### config.mk
export PLATFORM = sky130hd
export DESIGN_NAME = register_file_v2
export DESIGN_NICKNAME = d
export VERILOG_FILES = /design/src/rtl/register_file_v2.sv
export SDC_FILE = /design/constraint.sdc
export NUM_CORES = 1
export LEC_CHECK = 0
export CORE_ASPECT_RATIO = 0.75
export CORE_MARGIN = 2
export CORE_UTILIZATION = 55
export DETAILED_ROUTE_END_ITERATION = 12
export DONT_BUFFER_PORTS = 1
export HOLD_SLACK_MARGIN = 0.12
export PLACE_DENSITY = 0.69
export SLEW_MARGIN = 30
export SYNTH_ARGS = -nofsm -noshare
export SYNTH_HDL_FRONTEND = slang
export SYNTH_SLANG_ARGS = --single-unit
### constraint.sdc
create_clock -name clock -period 7.71 [get_ports clock]
set_input_delay 0.771 -clock clock [delete_from_list [all_inputs] [get_ports clock]]
set_output_delay 0.771 -clock clock [all_outputs]
set_load 0.005 [all_outputs]
### src/rtl/register_file_v2.sv
// Two-read, one-write register file with registered read ports and a
// sequential clear engine that zeroes the array one entry per cycle.
module register_file_v2 #(
  parameter int XLEN     = 32,
  parameter int NUM_REGS = 32,
  parameter int ADDR_W   = 5,
  parameter int ZERO_REG = 1
) (
  input  logic              clock,
  input  logic              reset,
  input  logic              write_enable,
  input  logic [ADDR_W-1:0] rd,
  input  logic [XLEN-1:0]   rd_value,
  input  logic              read_enable,
  input  logic [ADDR_W-1:0] rs1,
  input  logic [ADDR_W-1:0] rs2,
  input  logic              clear_request,
  output logic [XLEN-1:0]   rs1_value,
  output logic [XLEN-1:0]   rs2_value,
  output logic              busy,
  output logic              clear_done
);

  typedef enum logic {
    IDLE  = 1'b0,
    CLEAR = 1'b1
  } state_t;

  localparam logic [ADDR_W-1:0] LAST_IDX = ADDR_W'(NUM_REGS - 1);

  state_t            state, state_next;
  logic [ADDR_W-1:0] index, index_next;
  logic              done_next;

  logic [XLEN-1:0]   regs [NUM_REGS];
  logic              wr_commit;
  logic              rd_commit;
  logic [XLEN-1:0]   rd1_next, rd2_next;

  assign busy      = (state == CLEAR);
  assign wr_commit = write_enable && (state == IDLE);
  assign rd_commit = read_enable && (state == IDLE);

  // Clear engine: reset lands in CLEAR so the array is always scrubbed first.
  always_ff @(posedge clock or negedge reset) begin
    if (!reset) begin
      state      <= CLEAR;
      index      <= '0;
      clear_done <= 1'b0;
    end else begin
      state      <= state_next;
      index      <= index_next;
      clear_done <= done_next;
    end
  end

  always_comb begin
    state_next = state;
    index_next = index;
    done_next  = 1'b0;
    case (state)
      IDLE: begin
        if (clear_request) begin
          state_next = CLEAR;
          index_next = '0;
        end
      end
      CLEAR: begin
        if (index == LAST_IDX) begin
          state_next = IDLE;
          done_next  = 1'b1;
        end else begin
          index_next = index + 1'b1;
        end
      end
      default: begin
        state_next = CLEAR;
        index_next = '0;
      end
    endcase
  end

  // Array storage carries no reset; the clear engine owns it while busy.
  always_ff @(posedge clock) begin
    if (state == CLEAR) begin
      regs[index] <= '0;
    end else if (write_enable && !(ZERO_REG != 0 && rd == '0)) begin
      regs[rd] <= rd_value;
    end
  end

  // Write-first bypass, with the hardwired-zero override applied last.
  always_comb begin
    rd1_next = regs[rs1];
    if (wr_commit && rd == rs1) rd1_next = rd_value;
    if (ZERO_REG != 0 && rs1 == '0) rd1_next = '0;

    rd2_next = regs[rs2];
    if (wr_commit && rd == rs2) rd2_next = rd_value;
    if (ZERO_REG != 0 && rs2 == '0) rd2_next = '0;
  end

  always_ff @(posedge clock or negedge reset) begin
    if (!reset) begin
      rs1_value <= '0;
      rs2_value <= '0;
    end else if (rd_commit) begin
      rs1_value <= rd1_next;
      rs2_value <= rd2_next;
    end
  end

endmodule
# Yosys cells after proc, flatten, opt, wreduce, memory -nomap -nowiden
# Memories as Yosys holds them, arrays and structs flattened.
# Cells that the tools add are included.
# W data, S select, Z words.
[totals] register_bits=71 mem_bits_rw=1024 input_bits=52 output_inout_bits=66 wordCells=44 mem_count=1
[memory_table] name="regs" words=32 width=32 rd=2 rd_ports_with_merged_regs=0 wr=1 line="35" text="logic [XLEN-1:0] regs [NUM_REGS];"
[op_classes] n_addsub=1 n_eq_ne=5 n_mux=20 bitwise=1 n_reduce_logical=11
[ops] cell="$mux W32" n=5
[ops] cell="$reduce_or A32 Y1" n=1
[ops] cell="$logic_not A5 Y1" n=3
[ops] cell="$mux W5" n=3
[ops] cell="$eq A5 B5 Y1" n=2
[ops] cell="$mux W1" n=10
[ops] cell="$pmux W5 S2" n=1
[ops] cell="$add A5 B1 Y5 const B" n=1
[ops] cell="$eq A5 B5 Y1 const B" n=1
[ops] cell="$logic_and A1 B1 Y1" n=5
[ops] cell="$ne A2 B2 Y1 const B" n=2
[ops] cell="$pmux W1 S2" n=1
[ops] cell="$reduce_and A2 Y1" n=1
[ops] cell="$logic_not A1 Y1" n=1
[ops] cell="$not A1 Y1" n=1

# Longest topological paths before layout
# Gate-level depths: netlist (run 1).
[depth] ltp_word=8 depth_mapped=9 ltp_nobuf=7

# Worst setup path before layout (run 1)
# Ideal clock, no wire load.
[synth_path] kind="input to register" from="input rd[1]" to="memory regs[11][0] (enable)" setup_ps=421 arrival_time_ps=3564 required_ps=7289 slack_ps=3725 stages=7 path_buffers=2 cell_sequence="clkbuf_1 -> or4_1 -> o21a_1 -> mux2i_1 -> or2_2 -> buf_2 -> nor2_1"
[synth_between] elab_chain_len=8 word_cells_on_any_way=9 cone_classes="mux: 5; reduce/logical: 4"
[synth_rtl] item="start, declared" line="12" text="input logic [ADDR_W-1:0] rd,"
[synth_rtl] item="$logic_not A5 Y1" line="87" text="end else if (write_enable && !(ZERO_REG != 0 && rd == '0)) begin"
[synth_rtl] item="$logic_not A1 Y1" line="87"
[synth_rtl] item="$logic_and A1 B1 Y1" line="87"
[synth_rtl] item="$mux W1" line="87"
[synth_rtl] item="$mux W1" line="85" text="if (state == CLEAR) begin"
[synth_rtl] item="$mux W1 (not written as such)" line="88" text="regs[rd] <= rd_value;"
[synth_rtl] item="$reduce_or A32 Y1 (no line)"
[synth_rtl] item="$mux W5 (no line) or $mux W1 (tied branches)"
[synth_rtl] item="end, declared" line="35"
# Several ways; a longest one is shown, not always the timed one.

# Final worst setup path (run 1)
[layout_path] from="register state, in the netlist busy" to="memory regs[13][23] (enable)"
[layout_between] elab_chain_len=4 word_cells_on_any_way=7 cone_classes="mux: 6; reduce/logical: 1"
[layout_rtl] item="start, declared" line="31" text="state_t state, state_next;"
[layout_rtl] item="start signal, assigned" line="51" text="state <= state_next;"
[layout_rtl] item="$mux W1" line="85"
[layout_rtl] item="$mux W1 (not written as such)" line="88"
[layout_rtl] item="$reduce_or A32 Y1 (no line)"
[layout_rtl] item="$mux W5 (no line) or $mux W1 (tied branches)"
# Several ways; a longest one is shown, not always the timed one.

==> impl_metrics.json, run 1 <==
{
  "status": "finished, violations left",
  "violations": "max-slew violations",
  "worstSetupPathDepth": 7,
  "cap_viol_max_count": 0,
  "min_from": "clear_request",
  "required_ns": 8.04,
  "synth_top_area_share_pct": 61.2,
  "cp_max_fo": 38,
  "core_mm2": 0.0900,
  "clock_sinks": 1095,
  "setup_viol": 0,
  "clk_path_buf_depth": 3,
  "syn_nets": 2768,
  "cp_common_cell": "buf_4",
  "antenna_found_initial": 4,
  "cts_tree": "yes",
  "final_nets": 2704,
  "holdPathEnd": "index[0]",
  "ys_seq_elements": 1095,
  "portBuffers": 0,
  "synth_edf_count": 1024,
  "cts_buffers": 104,
  "holdPathStages": 1,
  "cp_slowest_stage_delay_ns": 0.88,
  "place.gp.congestion": 0.866,
  "cp_cell_sequence": "nor2b_1 -> o21a_1 -> buf_4 -> mux2i_1 -> nand2_1 -> nor2_4 -> buf_4",
  "io_pins": 118,
  "critPathTopFamily": "simple AND/OR/NAND/NOR gates",
  "grt_first_pass_wirelength_um": 210000,
  "clk_latency_ns": 0.69,
  "fin_hold_ws_ns": 0.198,
  "area_growth_syn_to_layout_pct": 9.62,
  "end_kind": "flip-flop",
  "drv_slew": 104,
  "finalPower_mw": 15.6,
  "place_area_mm2": 0.0515,
  "tns_ns": 0,
  "yosysTopAreaCell": "edfxtp_1",
  "synth.area.top_cells": "edfxtp_1, mux4_2, mux2i_1, dfrtp_1, a221oi_1",
  "ctsHoldBuffers": 2,
  "start_util_pct": 55.8,
  "period_minus_slack_ns": 4.38,
  "max_slew.worst_pin.slew_ns": 1.58,
  "startpoint_type": "flip-flop",
  "root_buffer": "clkbuf_16",
  "vias_per_cell": 7.59,
  "crit_path_top_delay_cell": "nor2_4",
  "wirelength_um": 147000,
  "layout_commonest_cell": "edfxtp_1",
  "synth_flop_cell": "edfxtp_1",
  "relSlewSlack_pct": -5.43,
  "wl_per_cell_um": 37.1,
  "avgSynthCellArea_um2": 18.5,
  "synth_warnings": 0,
  "hold_class": "in2reg",
  "row_count": 95,
  "period_share_pct": 56.8,
  "synthCells": 2714,
  "clkTransAtPathRegs_ns": 0.06,
  "r2r_cells": 7,
  "fmax_mhz": 228,
  "critical_path_class": "reg2reg",
  "r2r_end": "regs[13][23]",
  "drc": 0,
  "drtIter0Drc": 4622,
  "fin_area_mm2": 0.0550,
  "seq_area_frac_synth_pct": 64.8,
  "power.leakage_nw": 18.1,
  "worstPathArrival_ns": 4.71,
  "finalHoldViolations": 0,
  "final_cell_mix": "edfxtp_1, mux4_2, mux2i_1",
  "cts_resized": 0,
  "irDropWorstVdd_v": 0.000192,
  "dieHeight_um": 266,
  "ant_nets": 0,
  "htreeDepth": 3,
  "syn_area_mm2": 0.0502,
  "gr-usage-all-layers_pct": 31.4,
  "pwr_density_cell_mw_per_mm2": 284,
  "ys_types": 39,
  "drive_gt1_share_pct": 24.6,
  "vias": 30000,
  "fin_skew_ns": 0.0226,
  "grt-ovfl-total": 0,
  "fillers": 6319,
  "grt_setup_unrepaired": "false",
  "dp_hpwl_um": 81500,
  "grt_start_max_net_pins": 323,
  "drtPass1Iterations": 6,
  "grt_pass1_vias": 30000,
  "r2r_start": "busy",
  "cts_setup_buffers": 0,
  "die_area_mm2": 0.0937,
  "reg2reg_slack_ns": 3.33,
  "critPathBufInv": 2,
  "die_w_um": 353,
  "synth-async-reset-ratio_pct": 6.48
}
metrics by stage:
| stage | std cells | setup WS [ns] | utilization (%) |
|---|---|---|---|
| global route | 3953 | 3.24 | 61.2 |
| CTS | 3950 | 3.48 | 61.1 |
| global placement | 3747 | 3.47 | 57.1 |
| finish | 3959 | 3.33 | 61.2 |
| detailed placement | 3751 | 3.23 | 57.2 |
| floorplan | 2714 | 3.73 | - |
cells by family (layout without fill, tap and decap cells):
group	Yosys count	in the layout	share of synthesized area [%]
flip-flops	1095	1095	64.8
multiplexers	644	644	22.4
AO/OA/AOI/OAI	565	565	8.64
buffers and inverters	235	262	2.18
AND/OR/NAND/NOR	160	160	1.70
XOR/XNOR	13	13	0.227
adder cells (fa/ha/maj)	2	2	0.0498
other	0	6	0
power breakdown:
part | switching (mW) | internal, mW
clock | 2.22 | 3.00
combinational | 1.50 | 0.956
sequential | 0.528 | 7.43
worst reg2reg max path: stages (launching register included):
cell and delay (ns):
dfstp_2 0.47, nor2b_1 0.66, o21a_1 0.27, buf_4 0.51, mux2i_1 0.40, nand2_1 0.30, nor2_4 0.88, buf_4 0.52
cell usage after synthesis, types with 2 or more instances:
library cell  number
edfxtp_1        1024
mux4_2           384
mux2i_1          258
a221oi_1         192
clkbuf_1         131
a22oi_1          130
dfrtp_1           70
a22o_1            65
a21oi_1           64
buf_2             61
nor2_1            44
o21ai_0           39
and2_1            37
o21a_1            34
o221ai_1          32
or3_1             32
buf_4             24
nand2_1           19
xnor2_1           13
buf_1             10
nand2b_1          10
buf_6              6
nor2b_1            6
o21ai_1            4
inv_1              3
o211ai_1           3
or4_1              3
ha_1               2
mux2_2             2
nand3b_1           2
nand4_1            2
state kept, by name, summed over array words and instances (netlist names):
signal / count
regs: 1024
busy: 1
rs1_value: 32
rs2_value: 32
clear_done: 1
index: 5
worst max-delay path by stage:
stage | end | startpoint
floorplan | regs[11][0] | rd[1]
global placement | regs[13][19] | write_enable
detailed placement | regs[13][19] | write_enable
CTS | regs[13][23] | busy
global route | regs[13][22] | busy
finish | regs[13][23] | busy
final cells by class:
cell class	instances	area [um^2]	area share, %
Clock buffer	150	2930	5.32
Tap cell	1212	1520	2.76
Sequential cell	1095	32500	59.1
Clock inverter	47	505	0.918
Multi-Input combinational cell	1384	17000	30.8
Inverter	3	11.3	0.0205
Timing Repair Buffer	62	569	1.03
Antenna cell	6	15.0	0.0273
per-layer routing:
metal	track usage [%]	vias to the layer above	part of all wire (%)
met5	0	-	0
met4	9.97	0	3.4
met3	11.9	311	15
met2	42.8	2241	42
met1	46.8	15800	39
li1	-	11700	-
(Power assumes the default switching activity.)
==> run 2, diff against run 1 <==
==> constraint.sdc (replaced) <==
create_clock -name clock -period 4.35 [get_ports clock]
set_input_delay 0.435 -clock clock [delete_from_list [all_inputs] [get_ports clock]]
set_output_delay 0.435 -clock clock [all_outputs]
set_load 0.005 [all_outputs]
==> run 2 against run 1 <==
Effect of this change:
- hold slack worse by 0.043 ns
- worst setup slack worse by 2.4 ns
- via count grew 1.1%
- core utilization up 1.1 points
- the run now ends clean
- wire length grew 1.3%
- largest power group unchanged
- clock skew fell by 0.0056 ns
- largest cell class unchanged
- cell count rose by 1.7%
- highest routed layer unchanged
==> impl_metrics.json, run 2 (synthesis gave the netlist of run 1 again) <==
{
  "relSlewSlack_pct": 20.1,
  "vias_per_cell": 7.55,
  "cts_resized": 0,
  "irDropWorstVdd_v": 0.000514,
  "fmax_mhz": 289,
  "grt_pass1_vias": 30300,
  "top_regs": "regs (1024), rs1_value (32), rs2_value (32)",
  "crit_path_top_delay_cell": "buf_4",
  "clk_path_buf_depth": 3,
  "start_util_pct": 55.8,
  "cp_common_cell": "buf_4",
  "gr-usage-all-layers_pct": 31.6,
  "clock_sinks": 1095,
  "pwr_density_cell_mw_per_mm2": 500,
  "cap_viol_max_count": 0,
  "clk_latency_ns": 0.68,
  "grt-ovfl-total": 0,
  "cp_cell_sequence": "nor2b_1 -> buf_4 -> o21a_1 -> mux2i_1 -> nand2b_1 -> nor2_4 -> buf_4",
  "ctsHoldBuffers": 49,
  "die_w_um": 353,
  "cts_setup_buffers": 0,
  "htreeDepth": 3,
  "dieHeight_um": 266,
  "row_count": 95,
  "area_growth_syn_to_layout_pct": 11.5,
  "cp_max_fo": 30,
  "ant_nets": 0,
  "final_cell_mix": "edfxtp_1, mux4_2, mux2i_1",
  "setup_ws_ns": 0.887,
  "root_buffer": "clkbuf_16",
  "io_pins": 118,
  "place_ws_ns": 0.932,
  "end_kind": "flip-flop",
  "final_util_pct": 62.2,
  "dp_hpwl_um": 81400,
  "drc": 0,
  "max_slew.worst_pin.slew_ns": 1.20,
  "layout_commonest_cell": "edfxtp_1",
  "grt_start_max_net_pins": 323,
  "worstPathArrival_ns": 3.77,
  "fin_area_mm2": 0.0560,
  "largest_reg_flops": 1024,
  "power.leakage_nw": 18.5,
  "final_nets": 2781,
  "drv_slew": 0,
  "critical_path_class": "reg2reg",
  "fin_skew_ns": 0.0170,
  "wl_per_cell_um": 36.9,
  "regMostFlops": "regs",
  "finalHoldViolations": 0,
  "tns_ns": 0,
  "portBuffers": 0,
  "hold_class": "in2reg",
  "clkTransAtPathRegs_ns": 0.07,
  "die_area_mm2": 0.0937,
  "period_share_pct": 79.6,
  "antenna_cells": 0,
  "drtIter0Drc": 4606,
  "place_area_mm2": 0.0520,
  "cts_buffers": 102,
  "grt_setup_unrepaired": "false",
  "antenna_found_initial": 6,
  "core_mm2": 0.0900,
  "startpoint_type": "flip-flop",
  "period_minus_slack_ns": 3.46,
  "cts_tree": "yes",
  "wirelength_um": 149000,
  "vias": 30400,
  "status": "finished, final reports clean",
  "grt_first_pass_wirelength_um": 212000,
  "place.gp.congestion": 0.881,
  "drive_gt1_share_pct": 24.8,
  "required_ns": 4.65,
  "finalPower_mw": 28.0,
  "cp_slowest_stage_delay_ns": 0.55,
  "drtPass1Iterations": 5,
  "fillers": 6191,
  "setup_viol": 0
}
## run 2: cell count changes in the layout (fill, tap and decap cells not counted), sizes merged, moves of 6 or more
cell	previous run	this run
clkinvlp	0	7
diode	6	0
dlygate4sd3	1	48
clkbuf	151	133
buf	60	93
## run 2: final cells by class
cell class | count | area (um^2) | area share (%)
multi-input combinational | 1384 | 17000 | 30.3
inverter | 3 | 11.3 | 0.0201
clock inverter | 58 | 659 | 1.18
tap | 1212 | 1520 | 2.71
timing repair buffer | 141 | 1560 | 2.78
sequential | 1095 | 32500 | 58.1
clock buffer | 133 | 2770 | 4.95
## run 2: report_power, final
group / switching [mW] / leakage, nW / internal (mW)
clock network: 4.00 / 1.66 / 5.28
registers: 0.898 / 10.5 / 13.2
logic: 2.78 / 6.40 / 1.89
## run 2: worst paths after layout
| check | to | cells past startpoint | slack [ns] | from |
|---|---|---|---|---|
| worst min-delay path | rs2_value[28] | 3 | 0.16 | rs2[1] |
| min in group asynchronous | index[1] | 2 | 0.33 | reset |
| worst min register to register | rs1_value[19] | 2 | 0.57 | rs1_value[19] |
| worst max register to register | regs[22][19] | 7 | 0.89 | busy |
| worst max-delay path | regs[22][19] | 7 | 0.89 | busy |
| max in group asynchronous | rs1_value[20] | 2 | 3.57 | reset |
## run 2: per-stage QoR
stage / cells / hold WS (ns)
after floorplan: 2714 / 0.139
after global placement: 3780 / 0.142
after detailed placement: 3782 / 0.142
after CTS: 4022 / 0.129
after global routing: 4026 / 0.155
final: 4026 / 0.155
## run 2: metal layers
layer | up-vias | global-route usage [%] | wire length (um)
li1 | 11800 | - | -
met1 | 15900 | 45.8 | 56000
met2 | 2342 | 46.2 | 66000
met3 | 342 | 9.87 | 21900
met4 | 0 | 10.2 | 4950
met5 | - | 0 | 0
## run 2: critical path: cells and delay by family, from the launching register on
kind / cells / cell delay [ns]
buffers and inverters: 2 / 0.75
flip-flops: 1 / 0.48
AO/OA/AOI/OAI: 1 / 0.53
AND/OR/NAND/NOR: 3 / 0.99
multiplexers: 1 / 0.30
